<file path="src/rtl/tl_pkg.sv">
// TileLink-UL shared types and constants for the A/D arbiter slice.
// Holds bundle structs and the message beat-count helper.
package tl_pkg;

  localparam int SRC_BITS       = 5;
  localparam int ADDR_BITS      = 13;
  localparam int BEAT_BYTES_LOG = 3;
  localparam int MAX_SIZE       = 6;
  localparam int DATA_BITS      = 64;
  localparam int MASK_BITS      = 8;

  localparam logic [2:0] PUT_FULL    = 3'd0;
  localparam logic [2:0] PUT_PARTIAL = 3'd1;
  localparam logic [2:0] GET         = 3'd4;
  localparam logic [2:0] ACK         = 3'd0;
  localparam logic [2:0] ACK_DATA    = 3'd1;

  typedef enum logic {
    IDLE,
    LOCKED
  } mode_t;

  typedef struct packed {
    logic [2:0]           opcode;
    logic [2:0]           param;
    logic [2:0]           size;
    logic [SRC_BITS:0]    source;
    logic [ADDR_BITS-1:0] address;
    logic [MASK_BITS-1:0] mask;
    logic [DATA_BITS-1:0] data;
    logic                 corrupt;
  } tl_a_t;

  typedef struct packed {
    logic [2:0]           opcode;
    logic [1:0]           param;
    logic [2:0]           size;
    logic [SRC_BITS:0]    source;
    logic                 sink;
    logic                 denied;
    logic [DATA_BITS-1:0] data;
    logic                 corrupt;
  } tl_d_t;

  // Oversized requests saturate to the largest legal burst.
  function automatic logic [3:0] num_beats(
    input logic [2:0] opcode,
    input logic [2:0] size
  );
    logic [2:0] sz;
    logic [3:0] b;
    sz = (size > 3'(MAX_SIZE)) ? 3'(MAX_SIZE) : size;
    b  = 4'd1;
    if ((opcode == PUT_FULL || opcode == PUT_PARTIAL) &&
        sz > 3'(BEAT_BYTES_LOG))
      b = 4'd1 << (sz - 3'(BEAT_BYTES_LOG));
    return b;
  endfunction

endpackage

</file>
<file path="src/rtl/tl_rr_grant.sv">
// Two-way round-robin picker with burst lock.
// Holds the rr/lock state; the grant itself is combinational.
module tl_rr_grant
  import tl_pkg::*;
(
  input  logic       clock,
  input  logic       reset,
  input  logic [1:0] req,
  input  logic       fire,
  input  logic [3:0] beats,
  output logic       grant
);

  mode_t      mode, mode_nx;
  logic       lock_id, lock_id_nx;
  logic [2:0] beats_left, beats_left_nx;
  logic       rr_last, rr_last_nx;

  // Pick a client: lock owner while locked, else round-robin.
  always_comb begin
    grant = 1'b0;
    if (mode == LOCKED) begin
      grant = lock_id;
    end else begin
      unique case (1'b1)
        (req == 2'b11): grant = ~rr_last;
        (req == 2'b10): grant = 1'b1;
        default:        grant = 1'b0;
      endcase
    end
  end

  // Next state: open a lock on multi-beat fires, count it down.
  always_comb begin
    mode_nx       = mode;
    lock_id_nx    = lock_id;
    beats_left_nx = beats_left;
    rr_last_nx    = rr_last;
    if (fire) begin
      if (mode == IDLE) begin
        rr_last_nx = grant;
        if (beats > 4'd1) begin
          mode_nx       = LOCKED;
          lock_id_nx    = grant;
          beats_left_nx = 3'(beats - 4'd1);
        end
      end else begin
        beats_left_nx = beats_left - 3'd1;
        if (beats_left == 3'd1)
          mode_nx = IDLE;
      end
    end
  end

  // State register; reset favours client 0 in the first contest.
  always_ff @(posedge clock) begin
    if (reset) begin
      mode       <= IDLE;
      lock_id    <= 1'b0;
      beats_left <= 3'd0;
      rr_last    <= 1'b1;
    end else begin
      mode       <= mode_nx;
      lock_id    <= lock_id_nx;
      beats_left <= beats_left_nx;
      rr_last    <= rr_last_nx;
    end
  end

endmodule

</file>
<file path="src/rtl/tl_a_rr_arbiter.sv">
// Two-client TileLink-UL front-end sharing one A/D link.
// A is arbitrated with burst lock; D is routed by source MSB.
module tl_a_rr_arbiter
  import tl_pkg::*;
(
  input  logic                 clock,
  input  logic                 reset,
  output logic                 in0_a_ready,
  input  logic                 in0_a_valid,
  input  logic [2:0]           in0_a_bits_opcode,
  input  logic [2:0]           in0_a_bits_param,
  input  logic [2:0]           in0_a_bits_size,
  input  logic [SRC_BITS-1:0]  in0_a_bits_source,
  input  logic [ADDR_BITS-1:0] in0_a_bits_address,
  input  logic [7:0]           in0_a_bits_mask,
  input  logic [63:0]          in0_a_bits_data,
  input  logic                 in0_a_bits_corrupt,
  output logic                 in1_a_ready,
  input  logic                 in1_a_valid,
  input  logic [2:0]           in1_a_bits_opcode,
  input  logic [2:0]           in1_a_bits_param,
  input  logic [2:0]           in1_a_bits_size,
  input  logic [SRC_BITS-1:0]  in1_a_bits_source,
  input  logic [ADDR_BITS-1:0] in1_a_bits_address,
  input  logic [7:0]           in1_a_bits_mask,
  input  logic [63:0]          in1_a_bits_data,
  input  logic                 in1_a_bits_corrupt,
  input  logic                 out_a_ready,
  output logic                 out_a_valid,
  output logic [2:0]           out_a_bits_opcode,
  output logic [2:0]           out_a_bits_param,
  output logic [2:0]           out_a_bits_size,
  output logic [SRC_BITS:0]    out_a_bits_source,
  output logic [ADDR_BITS-1:0] out_a_bits_address,
  output logic [7:0]           out_a_bits_mask,
  output logic [63:0]          out_a_bits_data,
  output logic                 out_a_bits_corrupt,
  output logic                 out_d_ready,
  input  logic                 out_d_valid,
  input  logic [2:0]           out_d_bits_opcode,
  input  logic [1:0]           out_d_bits_param,
  input  logic [2:0]           out_d_bits_size,
  input  logic [SRC_BITS:0]    out_d_bits_source,
  input  logic                 out_d_bits_sink,
  input  logic                 out_d_bits_denied,
  input  logic [63:0]          out_d_bits_data,
  input  logic                 out_d_bits_corrupt,
  input  logic                 in0_d_ready,
  output logic                 in0_d_valid,
  output logic [2:0]           in0_d_bits_opcode,
  output logic [1:0]           in0_d_bits_param,
  output logic [2:0]           in0_d_bits_size,
  output logic [SRC_BITS-1:0]  in0_d_bits_source,
  output logic                 in0_d_bits_sink,
  output logic                 in0_d_bits_denied,
  output logic [63:0]          in0_d_bits_data,
  output logic                 in0_d_bits_corrupt,
  input  logic                 in1_d_ready,
  output logic                 in1_d_valid,
  output logic [2:0]           in1_d_bits_opcode,
  output logic [1:0]           in1_d_bits_param,
  output logic [2:0]           in1_d_bits_size,
  output logic [SRC_BITS-1:0]  in1_d_bits_source,
  output logic                 in1_d_bits_sink,
  output logic                 in1_d_bits_denied,
  output logic [63:0]          in1_d_bits_data,
  output logic                 in1_d_bits_corrupt
);

  tl_a_t a0, a1, a_sel;
  tl_d_t d;
  logic  grant;
  logic  fire;
  logic  d_sel;

  assign a0 = '{
    opcode:  in0_a_bits_opcode,
    param:   in0_a_bits_param,
    size:    in0_a_bits_size,
    source:  {1'b0, in0_a_bits_source},
    address: in0_a_bits_address,
    mask:    in0_a_bits_mask,
    data:    in0_a_bits_data,
    corrupt: in0_a_bits_corrupt
  };

  assign a1 = '{
    opcode:  in1_a_bits_opcode,
    param:   in1_a_bits_param,
    size:    in1_a_bits_size,
    source:  {1'b1, in1_a_bits_source},
    address: in1_a_bits_address,
    mask:    in1_a_bits_mask,
    data:    in1_a_bits_data,
    corrupt: in1_a_bits_corrupt
  };

  assign a_sel = grant ? a1 : a0;
  assign fire  = out_a_valid & out_a_ready;

  tl_rr_grant u_grant (
    .clock (clock),
    .reset (reset),
    .req   ({in1_a_valid, in0_a_valid}),
    .fire  (fire),
    .beats (num_beats(a_sel.opcode, a_sel.size)),
    .grant (grant)
  );

  // A mux: forward the granted client, block the other.
  always_comb begin
    out_a_valid        = grant ? in1_a_valid : in0_a_valid;
    out_a_bits_opcode  = a_sel.opcode;
    out_a_bits_param   = a_sel.param;
    out_a_bits_size    = a_sel.size;
    out_a_bits_source  = a_sel.source;
    out_a_bits_address = a_sel.address;
    out_a_bits_mask    = a_sel.mask;
    out_a_bits_data    = a_sel.data;
    out_a_bits_corrupt = a_sel.corrupt;
    in0_a_ready        = ~grant & in0_a_valid & out_a_ready;
    in1_a_ready        = grant & in1_a_valid & out_a_ready;
  end

  assign d = '{
    opcode:  out_d_bits_opcode,
    param:   out_d_bits_param,
    size:    out_d_bits_size,
    source:  out_d_bits_source,
    sink:    out_d_bits_sink,
    denied:  out_d_bits_denied,
    data:    out_d_bits_data,
    corrupt: out_d_bits_corrupt
  };

  assign d_sel = d.source[SRC_BITS];

  // D demux: steer by the client bit, strip it from source.
  always_comb begin
    out_d_ready        = d_sel ? in1_d_ready : in0_d_ready;
    in0_d_valid        = out_d_valid & ~d_sel;
    in1_d_valid        = out_d_valid & d_sel;
    in0_d_bits_opcode  = d.opcode;
    in0_d_bits_param   = d.param;
    in0_d_bits_size    = d.size;
    in0_d_bits_source  = d.source[SRC_BITS-1:0];
    in0_d_bits_sink    = d.sink;
    in0_d_bits_denied  = d.denied;
    in0_d_bits_data    = d.data;
    in0_d_bits_corrupt = d.corrupt;
    in1_d_bits_opcode  = d.opcode;
    in1_d_bits_param   = d.param;
    in1_d_bits_size    = d.size;
    in1_d_bits_source  = d.source[SRC_BITS-1:0];
    in1_d_bits_sink    = d.sink;
    in1_d_bits_denied  = d.denied;
    in1_d_bits_data    = d.data;
    in1_d_bits_corrupt = d.corrupt;
  end

endmodule

</file>
<file path="config.mk">
export PLATFORM = sky130hd
export DESIGN_NAME = tl_a_rr_arbiter
export DESIGN_NICKNAME = d
export VERILOG_FILES = /design/src/rtl/tl_pkg.sv /design/src/rtl/tl_rr_grant.sv /design/src/rtl/tl_a_rr_arbiter.sv
export SDC_FILE = /design/constraint.sdc
export NUM_CORES = 1
export LEC_CHECK = 0
export BUFFER_PORTS_ARGS = -buffer_cell sky130_fd_sc_hd__buf_2
export CORE_AREA = 2 2 215 217
export DETAILED_ROUTE_END_ITERATION = 6
export DIE_AREA = 0 0 217 219
export PLACE_DENSITY_LB_ADDON = 0.25
export SLEW_MARGIN = 25
export SYNTH_ARGS = -nofsm -noshare
export SYNTH_HDL_FRONTEND = slang
export SYNTH_SLANG_ARGS = --single-unit
</file>
<file path="constraint.sdc">
create_clock -name clock -period 3.7 [get_ports clock]
set_clock_uncertainty 0.1 [all_clocks]
set_input_delay 0.37 -clock clock [delete_from_list [all_inputs] [get_ports clock]]
set_output_delay 0.37 -clock clock [all_outputs]
set_load 0.005 [all_outputs]
</file>
## After elaboration in Yosys (flattened, before gate mapping)

Cells that the tools add are included.

| word-level totals | value |
|---|---|
| input bits | 289 |
| register bits | 6 |
| output and inout port bits | 267 |
| word-level logic and storage cells | 45 |

| operators by class | value |
|---|---|
| shifts and indexed selects | 1 |
| add/subtract/negate cells | 3 |
| bitwise operators | 11 |
| reductions and logical operators | 7 |
| mux-type cells | 12 |
| magnitude comparators | 3 |
| equal/unequal tests | 4 |

Operators with widths:

| cell | count |
|---|---|
| 2-to-1 mux 101 bit | 1 |
| 2-to-1 mux 3 bit | 3 |
| AND 1 bit | 7 |
| equality test 3 x 1 -> 1 bit (second input constant) | 2 |
| 2-to-1 mux 1 bit | 6 |
| subtractor 3 x 1 -> 3 bit (second input constant) | 2 |
| equality test 2 bit (second input constant) | 2 |
| greater-than comparator 4 x 1 -> 1 bit (second input constant) | 1 |
| 2-to-1 mux 4 bit | 1 |
| inverter 1 bit | 4 |
| AND reduction 2 bit | 2 |
| << shifter 1 x 3 -> 4 bit (first input constant) | 1 |
| greater-than comparator 3 x 2 -> 1 bit (second input constant) | 1 |
| greater-than comparator 3 bit (second input constant) | 1 |
| logical NOT 3 bit | 1 |
| AND reduction 3 bit | 1 |
| subtractor 3 x 2 -> 3 bit (second input constant) | 1 |
| one-hot mux 1 bit (2 select lines) | 1 |
| nonzero test 2 bit | 1 |
| logical AND 1 bit | 1 |
| logical OR 1 bit | 1 |

## Logic depth before layout (Yosys ltp)

| depth | value |
|---|---|
| word-level depth | 12 |
| gate-level depth with buffers | 13 |

## Cells and area by module

Synthesis repeated with hierarchy kept, for this count alone.

| unflattened totals | value |
|---|---|
| cell total of the unflattened synthesis | 343 |
| area total of the unflattened synthesis | 3064.2 µm² |

By module, submodules not included:

| module | cells each | area each (µm²) | instances | sequential area each (µm²) |
|---|---|---|---|---|
| tl_a_rr_arbiter | 292 | 2668.8 | 1 | 0.0 |
| tl_rr_grant | 51 | 395.4 | 1 | 120.1 |

## Worst setup path before layout

Ideal clock, no wire load.

| path | value |
|---|---|
| path kind | input-to-reg |
| start point | input in1_a_valid |
| end point | register u_grant.beats_left[2] |
| path slack | 1104 ps |
| arrival time | 2371 ps |
| stages on the path | 11 |
| required time | 3475 ps |
| cells stage by stage | nor2b_2 > a21boi_4 > buf_2 > mux2_2 > o21bai_1 > ha_1 > a21oi_1 > mux2i_1 > a21bo_1 > a21oi_1 > o32ai_2 |

| on the way | value |
|---|---|
| word-level cells in the longest chain between the ends | 12 |
| elaborated cells between the ends (all ways) | 23 |
| those cells by class | add/sub: 2; order compare: 3; eq/ne: 3; shift: 1; mux: 8; bitwise: 1; reduce/logical: 5 |

Ends and longest elaborated chain:

| what | line | RTL |
|---|---|---|
| from (decl) | tl_a_rr_arbiter.sv:19 | `input logic in1_a_valid,` |
| equality test 2 bit (on tied branches) | tl_rr_grant.sv:27, tl_rr_grant.sv:26 |  |
| one-hot mux 1 bit (2 select lines) (*) | tl_rr_grant.sv:25 | `unique case (1'b1)` |
| 2-to-1 mux 1 bit (*) | tl_rr_grant.sv:22 | `if (mode == LOCKED) begin` |
| 2-to-1 mux 101 bit (*) | tl_a_rr_arbiter.sv:98 | `assign a_sel = grant ? a1 : a0;` |
| net out_a_bits_size[0] | tl_a_rr_arbiter.sv:32 | `output logic [2:0] out_a_bits_size,` |
| greater-than comparator 3 bit | tl_pkg.sv:52 | `sz = (size > 3'(MAX_SIZE)) ? 3'(MAX_SIZE) : size;` |
| 2-to-1 mux 3 bit (*) | tl_pkg.sv:52 |  |
| subtractor 3 x 2 -> 3 bit or greater-than comparator 3 x 2 -> 1 bit (tied branches) | tl_pkg.sv:56, tl_pkg.sv:55 |  |
| << shifter 1 x 3 -> 4 bit or logical AND 1 bit (tied branches) | tl_pkg.sv:56, tl_pkg.sv:54 |  |
| 2-to-1 mux 4 bit (*) | tl_pkg.sv:54 | `if ((opcode == PUT_FULL \|\| opcode == PUT_PARTIAL) &&` |
| greater-than comparator 4 x 1 -> 1 bit or subtractor 3 x 1 -> 3 bit (tied branches) | tl_rr_grant.sv:42, tl_rr_grant.sv:45 |  |
| nonzero test 2 bit (no source line) or 2-to-1 mux 3 bit (tied branches) | n/a |  |
| AND reduction 2 bit (no source line) or 2-to-1 mux 3 bit (tied branches) | n/a |  |
| to (signal assigned) | tl_rr_grant.sv:65 | `beats_left <= beats_left_nx;` |
| to (decl) | tl_rr_grant.sv:16 | `logic [2:0] beats_left, beats_left_nx;` |

Mark *: on every way through the listed nets, which the timed path passes. The rest lies on a longest branch. The select of a mux whose other input is x is not followed.
A chain may end at the register's enable or synchronous reset.

## Worst setup path after layout

| path | value |
|---|---|
| start point | register u_grant.mode |
| end point | output out_a_bits_mask[0] |

| on the way | value |
|---|---|
| word-level cells in the longest chain between the ends | 2 |

Ends and longest elaborated chain:

| what | line | RTL |
|---|---|---|
| from (decl) | tl_rr_grant.sv:14 | `mode_t mode, mode_nx;` |
| from (signal assigned) | tl_rr_grant.sv:63 | `mode <= mode_nx;` |
| 2-to-1 mux 1 bit | tl_rr_grant.sv:22 |  |
| 2-to-1 mux 101 bit | tl_a_rr_arbiter.sv:98 |  |
| to (decl) | tl_a_rr_arbiter.sv:35 | `output logic [7:0] out_a_bits_mask,` |

No other way between the ends.

==> results.md <==
### Run status
• run status: completed

### Finish
• post-route insts no fill: 1,084
• relative area change from synthesis to final layout: 38.4%
• fraction of layout cells with a size suffix above 1: 88.0%
• # nets final: 778
• ANT cells: 0

### Synth
• flip-flop cell with the highest count after synthesis: dfxtp_1
• flops & latches, synth: 6
• cell with the most instances after synthesis: buf_4
• portion of synthesized cell area occupied by the leading cell type: 42.8%
• number of distinct standard cells referenced by the synthesized netlist: 28
• yosys warns: 0
• Syn Area/Cell: 8.75 um^2
• total nets after synthesis: 629
• Syn Inst Count: 337
• top cell type by total area after synthesis: buf_4
• most frequent cells after synthesis: 168 x buf_4, 101 x mux2_2, 7 x a21oi_1, 7 x mux2i_1, 7 x nor2_1
• total standard cell area after synthesis: 2950 um^2
• number of enable-type register cells in the synthesized netlist: 0
• share of synthesized area occupied by flip-flops and latches: 4.07%
• share of async-settable or async-resettable flops after synthesis: 0%
• biggest area contributors in the synthesized netlist: buf_4 43%, mux2_2 39%, dfxtp_1 4.1%

### Die
• standard-cell row count: 78
• Die Y: 219 um
• chip width: 217 um
• starting density of the core: 6.54%
• number of top-level pins: 556
• core box area: 45,100 um^2
• Total Die Area: 47,500 um^2

### Clock network
• CTS buffer count: 3
• hold-fix buffers at CTS: 0
• TritonCTS clock tree: built
• Clock Root Buffer: clkbuf_16
• Post-CTS Setup Repair Bufs: 0
• clock-pin transition on the worst setup and hold timing paths: 0.03 ns
• CTS max path bufs: 2
• number of sinks on the clock net: 6
• deepest level of the CTS H-tree: 1
• Resized cells post-CTS: 0
• insertion delay of the later-clocked pin in the worst-skew pair: 0.23 ns

### Worst hold path
• hold-critical path depth: 2
• HP Class: in2reg

### Critical path
• category of the worst setup path launch point: flip-flop
• required time at the worst-slack endpoint: 3.23 ns
• critical setup path kind: reg2out
• crit end category: output port
• top fanout value on the critical path: 59
• data arrival at the endpoint of the critical path: 2.52 ns
• worst reg-to-reg path cell count: 10

### Drt
• residual antenna-violating net count after detailed routing: 0
• number of detailed-route iterations in the first pass: 4
• vias: 2,772
• drt first-iter violations: 44
• total wire length after detailed routing: 12,000 um
• DRC violations left: 0
• Via-to-Cell Ratio: 2.56
• DR WL/cell: 11.1 um

### Timing
• endpoints failing setup: 0
• number of hold violations in the final report: 0
• part of the cycle the worst path needs: 80.9%
• worst slew margin relative to its limit: 45.3%
• minimum clock period: 2.99 ns
• pins over their slew limit: 0
• setup repair after global routing missed its margin: no
• Achievable Freq: 334 MHz
• final-layout setup total negative slack: 0 ns
• worst slew pin tran: 0.820 ns

### Placed design
• cell count after placement: 1,081
• post-detailed-placement half-perimeter wirelength: 10,800 um
• count of buffers inserted at the top-level ports: 315
• placer's final routability congestion estimate: 0.756

### Run
• max-capacitance violation count: 0

### Pwr
• maximum VDD drop: 0.128 mV
• Leak: 1.93 nW
• ratio of total power to cell area: 163 nW/um^2

### GRT
• global-route usage over all layers: 4.43%
• number of antenna violations at the first check in global routing: 4
• first-pass GRT wire length: 15,700 um
• largest net degree at the start of global routing: 60
• number of global-route vias before repair: 2,686
• total congestion overflow after global routing: 0

## cell usage in the layout, fill, tap and decap left out, drive strengths merged, types with 2 or more instances in the layout
cell,synthesis,layout
buf,173,317
mux2,101,101
mux2i,7,7
nor2,7,7
a21oi,7,7
dfxtp,6,6
inv,5,5
nand2,3,3
nor3,3,3
ha,3,3
clkbuf,0,3
nor2b,3,3
nor3b,3,3
or3b,2,2
and3,2,2
and2,2,2
## power by group
part	internal, mW	leakage (nW)	switching [mW]
combinational	0.253	1.85	0.169
sequential	0.0674	0.0487	0.00266
clock	0.139	0.0370	0.0359
total	0.459	1.93	0.207
## cell families (layout without fill, tap and decap cells)
logic type / Yosys count / count (layout) / share of synthesized area, %
buffers and inverters: 178 / 325 / 44.3
multiplexers: 108 / 108 / 41.0
AND/OR/NAND/NOR: 28 / 28 / 5.52
AO/OA/AOI/OAI: 13 / 13 / 3.61
flip-flops: 6 / 6 / 4.07
adder cells (fa/ha/maj): 3 / 3 / 1.27
XOR/XNOR: 1 / 1 / 0.297
## per-layer routing
| metal | vias to the layer above | part of all wire [%] | track usage (%) |
|---|---|---|---|
| met5 | - | 0.16 | 0 |
| met4 | 4 | 4.2 | 2.10 |
| met3 | 50 | 15 | 2.31 |
| met2 | 242 | 45 | 7.56 |
| met1 | 1202 | 36 | 4.46 |
| li1 | 1274 | - | - |
## path summary, 6_finish.rpt
check                        start                    end  slack [ns]
min                          reset           u_grant.mode        0.32
max                   u_grant.mode     out_a_bits_mask[0]        0.71
max reg2reg           u_grant.mode  u_grant.beats_left[2]        0.94
min reg2reg  u_grant.beats_left[0]  u_grant.beats_left[0]        0.39
## registers in the layout, indices dropped and copies added, names as in the netlist
| name | count |
|---|---|
| u_grant.beats_left | 3 |
| u_grant.lock_id | 1 |
| u_grant.mode | 1 |
| u_grant.rr_last | 1 |
## final cells by class
cell class	instances	area, um^2
Fill cell	5278	41000
Timing Repair Buffer	317	1590
Multi-Input combinational cell	153	1520
Tap cell	600	751
Sequential cell	6	120
Clock buffer	3	75.1
Inverter	5	18.8
## worst max-delay path, cell delays in order, from the launching register on
cell and delay, ns:
dfxtp_1 0.54, nor2b_2 0.12, a21boi_4 0.30, buf_4 0.63
mux2_2 0.44, buf_2 0.14
## metrics by stage
step	setup slack (ns)	instance area, um^2	hold WS [ns]	util (%)	total power [mW]
after floorplan	1.10	2950	0.342	-	0.406
after global placement	0.926	4000	0.399	8.88	0.500
after detailed placement	0.898	4000	0.387	8.88	0.501
after CTS	0.687	4080	0.328	9.05	0.679
after global routing	0.548	4080	0.339	9.05	0.718
final	0.706	4080	0.322	9.05	0.666
No activity file was read; power rests on OpenSTA's default activity.
